File: config.mk
export PLATFORM = sky130hd
export DESIGN_NAME = jk_counter_sequencer
export DESIGN_NICKNAME = d
export VERILOG_FILES = /design/src/rtl/jk_counter_sequencer_pkg.sv /design/src/rtl/jk_counter_sequencer.sv
export SDC_FILE = /design/constraint.sdc
export NUM_CORES = 1
export LEC_CHECK = 0
export CAP_MARGIN = 20
export CORE_MARGIN = 2
export CORE_UTILIZATION = 43
export DETAILED_ROUTE_END_ITERATION = 7
export PLACE_DENSITY = 0.76
export SETUP_SLACK_MARGIN = 0.05
export SYNTH_ARGS = -nofsm -noshare
export SYNTH_HDL_FRONTEND = slang
export SYNTH_SLANG_ARGS = --single-unit
File: constraint.sdc
create_clock -name clock -period 2 [get_ports clock]
set_input_delay 0.4 -clock clock [delete_from_list [all_inputs] [get_ports clock]]
set_output_delay 0.4 -clock clock [all_outputs]
set_load 0.02 [all_outputs]
File: src/rtl/jk_counter_sequencer_pkg.sv
// Shared types for the JK counter run sequencer.
// State encoding and default counter width.
package jk_counter_sequencer_pkg;

  localparam int WIDTH_DEF = 4;

  typedef enum logic [1:0] {
    ST_IDLE = 2'd0,
    ST_CLR  = 2'd1,
    ST_RUN  = 2'd2,
    ST_DONE = 2'd3
  } seq_state_t;

endpackage

File: src/rtl/jk_counter_sequencer.sv
// Run controller for an external JK up counter.
// Clears, counts to a latched target, then stops or restarts.
module jk_counter_sequencer
  import jk_counter_sequencer_pkg::*;
#(
  parameter int WIDTH = WIDTH_DEF
) (
  input  logic             clock,
  input  logic             clear,
  input  logic             start,
  input  logic             abort,
  input  logic             periodic,
  input  logic [WIDTH-1:0] target,
  input  logic [WIDTH-1:0] cnt_q,
  output logic             cnt_enable,
  output logic             cnt_clear,
  output logic             busy,
  output logic             done,
  output logic [WIDTH-1:0] run_count
);

  seq_state_t       state;
  seq_state_t       state_n;
  logic [WIDTH-1:0] tgt;
  logic             mode;
  logic             clr_q;
  logic             latch;
  logic             rc_inc;
  logic             hit;

  assign hit = (cnt_q == tgt);

  always_comb begin
    state_n = state;
    latch   = 1'b0;
    rc_inc  = 1'b0;
    unique case (state)
      ST_IDLE: begin
        if (start && !abort) begin
          state_n = ST_CLR;
          latch   = 1'b1;
        end
      end
      ST_CLR: begin
        state_n = abort ? ST_IDLE : ST_RUN;
      end
      ST_RUN: begin
        if (abort) begin
          state_n = ST_IDLE;
        end else if (hit) begin
          state_n = mode ? ST_CLR : ST_DONE;
          rc_inc  = mode;
        end
      end
      ST_DONE: begin
        state_n = ST_IDLE;
      end
      default: state_n = ST_IDLE;
    endcase
  end

  // cnt_clear comes from a flop so the counter never sees a glitch
  always_ff @(posedge clock or negedge clear) begin
    if (!clear) begin
      state     <= ST_IDLE;
      tgt       <= '0;
      mode      <= 1'b0;
      run_count <= '0;
      clr_q     <= 1'b0;
    end else begin
      state <= state_n;
      clr_q <= (state_n != ST_CLR);
      if (latch) begin
        tgt       <= target;
        mode      <= periodic;
        run_count <= '0;
      end else if (rc_inc) begin
        run_count <= run_count + WIDTH'(1);
      end
    end
  end

  assign cnt_clear  = clr_q;
  assign cnt_enable = (state == ST_RUN) && !hit;
  assign busy       = (state != ST_IDLE);
  assign done       = (state == ST_DONE);

endmodule

### After elaboration in Yosys (flattened, before gate mapping)

Cells that the tools add are included.

| storage, ports and cells | value |
|---|---|
| bits of input ports | 13 |
| output and inout bits | 8 |
| word-level logic and storage cells | 31 |
| register bits after elaboration | 12 |

| operators by class | value |
|---|---|
| add/sub/neg operators | 1 |
| reduce and logical (&&, ||, !) cells | 7 |
| equal/unequal tests | 5 |
| multiplexer cells | 13 |

Operator list:

| cell | count |
|---|---|
| $mux W2 | 5 |
| $mux W4 | 2 |
| $pmux W2 S4 | 1 |
| $mux W1 | 5 |
| $add A4 B1 Y4 const B | 1 |
| $eq A2 B2 Y1 const B | 2 |
| $eq A4 B4 Y1 | 1 |
| $reduce_bool A2 Y1 | 2 |
| $eq A2 B1 Y1 const B | 1 |
| $logic_and A1 B1 Y1 | 2 |
| $logic_not A1 Y1 | 2 |
| $logic_not A2 Y1 | 1 |
| $ne A2 B1 Y1 const B | 1 |

### Logic depth before layout (Yosys ltp)

Gate-level depths: netlist of run 1.

| logic depth | value |
|---|---|
| word-level depth | 6 |
| gate-level depth with buffers | 5 |
| gate-level depth less buffers | 4 |

### Worst setup path before layout of run 1

OpenSTA, ideal clock, no wires.

| timing | value |
|---|---|
| kind | input port to output port |
| start | input cnt_q[0] |
| end | output cnt_enable |
| path buffers | 0 |
| setup slack | 0.343 ns |
| stages on the path | 3 |
| data arrival time | 1.257 ns |
| cell sequence | xor2_1 -> nor4_4 -> nor3b_1 |

| between the ends | value |
|---|---|
| longest elaborated chain between the ends | 3 |

RTL lines:

| item | RTL line | text |
|---|---|---|
| from (decl) | jk_counter_sequencer.sv:14 | `input logic [WIDTH-1:0] cnt_q,` |
| $eq A4 B4 Y1 | jk_counter_sequencer.sv:31 | `assign hit = (cnt_q == tgt);` |
| $logic_not A1 Y1 | jk_counter_sequencer.sv:84 | `assign cnt_enable = (state == ST_RUN) && !hit;` |
| $logic_and A1 B1 Y1 | jk_counter_sequencer.sv:84 |  |
| to (decl) | jk_counter_sequencer.sv:15 | `output logic cnt_enable,` |

No other way between the ends.

### Worst setup path in the final report of run 1

| timing | value |
|---|---|
| start | register state[0] |
| end | output busy |

| between the ends | value |
|---|---|
| longest elaborated chain between the ends | 1 |

RTL lines:

| item | RTL line | text |
|---|---|---|
| from (decl) | jk_counter_sequencer.sv:22 | `seq_state_t state;` |
| from (signal assigned) | jk_counter_sequencer.sv:71 | `state <= state_n;` |
| $reduce_bool A2 Y1 | jk_counter_sequencer.sv:85 | `assign busy = (state != ST_IDLE);` |
| to (decl) | jk_counter_sequencer.sv:17 | `output logic busy,` |

No other way between the ends.

==> flow_summary.json, run 1 <==
{
  "worst-path-buf-inv": 1,
  "ys_ff_latch": 12,
  "drt_iter0_markers": 2,
  "syn_area_sq_um": 624,
  "drv_cap": 0,
  "final_nets": 92,
  "hpwl_um": 892,
  "cts_made_buffers": 3,
  "final_cells": 91,
  "fin_crit_ps": 1910,
  "min-delay-path-class": "input pin to async pin",
  "cts_tree": "built",
  "power_mw": 0.618,
  "drc": 0,
  "cpPeakStageDelay_ps": 540,
  "routed_wl_mm": 1.16,
  "slew_viol_final": 0,
  "place_inst": 87,
  "grt_pass1_wl_mm": 1.90,
  "dieArea_sq_um": 1770,
  "clk_pin_slew_worst_paths_ps": 70,
  "slowest_stage": "clkdlybuf4s50_1",
  "relSlewSlack": 0.640,
  "power_density_nw_per_um2": 658,
  "crit_chain": "or2_1, clkdlybuf4s50_1",
  "yosys_warnings": 0,
  "areaGrowthSynthToFinish_pct": 50.5,
  "first_pass_iters": 2,
  "gr-total-overflow": 0,
  "vias_per_cell": 5.04,
  "syn_nets": 62,
  "cp_max_fo": 5,
  "postSynthAreaPerCell_sq_um": 13.0,
  "ioPinCount": 21,
  "final_cell_mix": "clkdlybuf4s50_1, dfrtp_1, buf_4",
  "fp.dieW_um": 42.1,
  "synthTopCellsByArea": "dfrtp_1, mux2_2, xor2_1",
  "grt.total_usage": 0.142,
  "critical-path-top-delay-family": "buffers and inverters",
  "clock-sinks": 12,
  "htreeDepth": 1,
  "grt_pass1_vias": 462,
  "clock_skew_ps": 5.88,
  "root_buffer": "clkbuf_4",
  "vias": 459,
  "synthCells": 48,
  "critPathRequiredTime_ps": 1600,
  "fmax_mhz": 523,
  "core_area_sq_um": 1330,
  "antenna_found_initial": 0,
  "avgRoutedWirePerCell_um": 12.8,
  "synth.largest_area_cell": "dfrtp_1",
  "die_h_um": 42.1,
  "start_kind": "flop",
  "synth_top_area_share": 0.481,
  "place.gp.congestion": 0.752,
  "drive_gt1_frac": 0.355,
  "fin_crit_sh": 0.956,
  "ys_types": 25,
  "path_class": "flop to output pin",
  "rsz0062_at_grt": "true",
  "seq_area_frac_synth": 0.481,
  "layout_commonest_cell": "clkdlybuf4s50_1",
  "clkLatencyLatePin_ps": 260,
  "numPortBuffers": 20,
  "ant_nets": 0,
  "grt_start_max_net_pins": 13,
  "cp.arrival_ps": 1510,
  "tightestPinTransition_ps": 539,
  "p_leak_nw": 0.444,
  "ctsHoldBuffers": 0,
  "status": "completed",
  "finalSetupViolCount": 0,
  "tns_ps": 0,
  "diodes": 0,
  "peakVddDrop_v": 0.000534,
  "crit_path_end_kind": "output pin",
  "initial_core_util": 0.468,
  "hold_violations": 0,
  "cts_buffer_depth": 2,
  "rows": 13
}
==> worst reg2reg max path, stage by stage, from the launching register on <==
cell,delay (ps)
dfrtp_1,410
xor2_2,200
nor4_4,340
buf_4,170
buf_4,130
nand4_1,100
mux2_1,320
==> timing repair <==
action,4_1_cts,5_1_grt
cloned,0,0
endpoints found under the setup margin,1,1
pin swaps,1,3
gates resized for setup,10,4
buffers inserted,0,1
==> registers in the layout, indices dropped and copies added, names as in the netlist <==
name / flops
cnt_clear: 1
tgt: 4
run_count: 4
state: 2
mode: 1
==> layout make-up <==
| cell class | count | area, sq um |
|---|---|---|
| sequential | 12 | 300 |
| timing repair buffer | 26 | 246 |
| tap | 15 | 18.8 |
| fill | 108 | 394 |
| clock buffer | 3 | 22.5 |
| multi-input combinational | 35 | 352 |
==> metrics by stage <==
step | setup slack, ps | hold WS (ps) | area (sq um) | util
global placement | -401 | 511 | 873 | 0.655
CTS | 57.1 | 505 | 920 | 0.689
detailed placement | -413 | 520 | 873 | 0.655
global route | 44.0 | 532 | 940 | 0.705
floorplan | 343 | 104 | 624 | -
finish | 87.7 | 482 | 940 | 0.705
==> logic make-up (layout without fill, tap and decap cells) <==
kind of cell,count (synthesis),in the layout,share of synthesized area
xor gates and xnor gates,4,4,0.0561
DFF,12,12,0.481
buffers and inverters,1,29,0.0120
adders and majority gates,1,1,0.0200
and+or+nand+nor,18,18,0.228
muxes,9,9,0.166
AOI/OAI and AO/OA,3,3,0.0361
==> worst paths after layout <==
kind / from / cells past startpoint / slack, ps / endpoint
min in group clock: run_count[0] / 1 / 540 / run_count[0]
max: state[0] / 2 / 90 / busy
max reg2reg: tgt[1] / 6 / 230 / run_count[2]
min: clear / 1 / 480 / run_count[0]
max in group asynchronous: clear / 1 / 1160 / tgt[1]
min reg2reg: run_count[0] / 1 / 540 / run_count[0]
==> report_power, final <==
part	switching (mW)	total, mW	internal [mW]
logic	0.0714	0.168	0.0970
registers	0.0328	0.306	0.273
clock network	0.0747	0.144	0.0695
==> synth_stat cells <==
| cell type | n |
|---|---|
| nand3_1 | 1 |
| a21o_1 | 1 |
| and2b_1 | 2 |
| ha_1 | 1 |
| mux2_4 | 1 |
| nor3b_2 | 2 |
| mux2_1 | 1 |
| a21o_2 | 1 |
| buf_4 | 1 |
| mux2i_1 | 1 |
| dfrtp_1 | 12 |
| and4_1 | 1 |
| mux2_2 | 6 |
| nor2b_1 | 1 |
| nor3b_1 | 2 |
| xor2_1 | 4 |
| or2_1 | 1 |
| nor4_4 | 1 |
| and2_1 | 1 |
| nand3_2 | 1 |
| a31oi_1 | 1 |
| nand2b_1 | 1 |
| nand2_1 | 1 |
| nor2_1 | 2 |
| nand4_1 | 1 |
==> routing by layer <==
| metal | part of all wire | track usage | up-vias | wire (um) |
|---|---|---|---|---|
| met4 | 0.0034 | 0.0563 | 0 | 4 |
| met1 | 0.46 | 0.182 | 220 | 532 |
| met3 | 0.053 | 0.0259 | 2 | 62 |
| met5 | 0 | 0 | - | 0 |
| met2 | 0.48 | 0.238 | 12 | 563 |
| li1 | - | - | 225 | - |
Note: power is estimated with default switching activity, not from simulation.
==> run 2, diff against run 1 <==
--- a/config.mk
+++ b/config.mk
@@ -6,10 +6,10 @@
 export NUM_CORES = 1
 export LEC_CHECK = 0
 export CAP_MARGIN = 20
+export CORE_ASPECT_RATIO = 1.25
 export CORE_MARGIN = 2
-export CORE_UTILIZATION = 43
+export CORE_UTILIZATION = 25
 export DETAILED_ROUTE_END_ITERATION = 7
-export PLACE_DENSITY = 0.76
 export SETUP_SLACK_MARGIN = 0.05
 export SYNTH_ARGS = -nofsm -noshare
 export SYNTH_HDL_FRONTEND = slang
==> flow_summary.json, run 2 (same netlist as run 1, synthesis figures left out) <==
{
  "status": "completed",
  "grt_pass1_wl_mm": 2.11,
  "grt_start_max_net_pins": 14,
  "rsz0062_at_grt": "false",
  "path_class": "input pin to output pin",
  "final_area_sq_um": 967,
  "clock-sinks": 12,
  "cts_buffer_depth": 2,
  "areaGrowthSynthToFinish_pct": 54.9,
  "numPortBuffers": 20,
  "ant_nets": 0,
  "final_cells": 109,
  "power_density_nw_per_um2": 685,
  "worstRegToRegCells": 6,
  "peakVddDrop_v": 0.000367,
  "final.setup.worst_slack_ps": 130,
  "clkLatencyLatePin_ps": 270,
  "critPathRequiredTime_ps": 1600,
  "place_inst": 104,
  "final_core_util": 0.403,
  "slew_viol_final": 0,
  "fin_crit_ps": 1870,
  "diodes": 0,
  "hpwl_um": 870,
  "routed_wl_mm": 1.19,
  "vias_per_cell": 4.17,
  "clk_pin_slew_worst_paths_ps": 80,
  "slowest_stage": "clkdlybuf4s50_1",
  "hold_ws_ps": 490,
  "cpPeakStageDelay_ps": 500,
  "dpl_cell_area_sq_um": 888,
  "fmax_mhz": 535,
  "cp_max_fo": 2,
  "root_buffer": "clkbuf_4",
  "critical-path-top-delay-family": "buffers and inverters",
  "post-place-ws_ps": -481,
  "cts_tree": "built",
  "final_nets": 91,
  "top_regs": "run_count (4), tgt (4), state (2)",
  "crit_path_end_kind": "output pin",
  "cp.arrival_ps": 1470,
  "drc": 0,
  "power_mw": 0.663,
  "worst-path-buf-inv": 2,
  "p_leak_nw": 0.452,
  "drive_gt1_frac": 0.355,
  "hold_violations": 0,
  "tns_ps": 0,
  "min-delay-path-class": "input pin to async pin",
  "ctsHoldBuffers": 0,
  "crit_cells": 5,
  "clock_skew_ps": 1.54,
  "htreeDepth": 1,
  "gr-total-overflow": 0,
  "first_pass_iters": 4,
  "ioPinCount": 21,
  "relSlewSlack": 0.626,
  "tightestPinTransition_ps": 559,
  "fin_crit_sh": 0.935,
  "die_h_um": 59.9,
  "vias": 454,
  "grt_pass1_vias": 479,
  "rrSetupSlack_ps": 250,
  "drv_cap": 0,
  "dieArea_sq_um": 2920,
  "cts_made_buffers": 3,
  "grt.total_usage": 0.0948,
  "rows": 20,
  "final_cell_mix": "clkdlybuf4s50_1, dfrtp_1, mux2_2, buf_4, xor2_2",
  "place.gp.congestion": 0.657,
  "core_area_sq_um": 2400,
  "crit_chain": "clkdlybuf4s50_1, xor2_2, nor4_4, nor3b_2, buf_4",
  "fp.dieW_um": 48.7,
  "start_kind": "input pin",
  "initial_core_util": 0.260,
  "layout_commonest_cell": "clkdlybuf4s50_1",
  "antenna_found_initial": 0,
  "avgRoutedWirePerCell_um": 10.9,
  "drt_iter0_markers": 6,
  "finalSetupViolCount": 0
}
run 2: layout make-up:
cell class              count  area, sq um
multi-input cells          35          352
well taps                  33         41.3
clock buffers               4         36.3
fillers                   262         1440
repair buffers             25          238
flip-flops and latches     12          300
run 2: repair_timing:
action / in CTS / in global routing
buffers inserted: 1 / 0
endpoints found under the setup margin: 1 / 2
pin swaps: 1 / 1
hold endpoints to repair: 0 / 0
resized for setup: 13 / 2
run 2: final timing paths:
path	from	to
setup / recovery	cnt_q[2]	cnt_enable
setup reg to reg	tgt[1]	run_count[2]
min in group clock	run_count[0]	run_count[0]
hold / removal	clear	state[1]
hold reg to reg	run_count[0]	run_count[0]
max in group asynchronous	clear	tgt[3]
run 2: routing by layer:
metal	global-route usage	part of all wire	vias up
met5	0	0	-
met4	0.0490	0.0084	0
met3	0.0175	0.044	2
met2	0.155	0.49	11
met1	0.121	0.46	218
li1	-	-	223
run 2: power by group:
group | internal, mW | switching [mW]
Sequential | 0.273 | 0.0334
Combinational | 0.0951 | 0.0700
Clock | 0.110 | 0.0808
==> run 3, diff against run 2 <==
--- a/config.mk
+++ b/config.mk
@@ -5,6 +5,7 @@
 export SDC_FILE = /design/constraint.sdc
 export NUM_CORES = 1
 export LEC_CHECK = 0
+export ABC_CLOCK_PERIOD_IN_PS = 2000
 export CAP_MARGIN = 20
 export CORE_ASPECT_RATIO = 1.25
 export CORE_MARGIN = 2
==> results of run 3 <==
No change in the layout: final DEF, timing and power equal those of run 2.
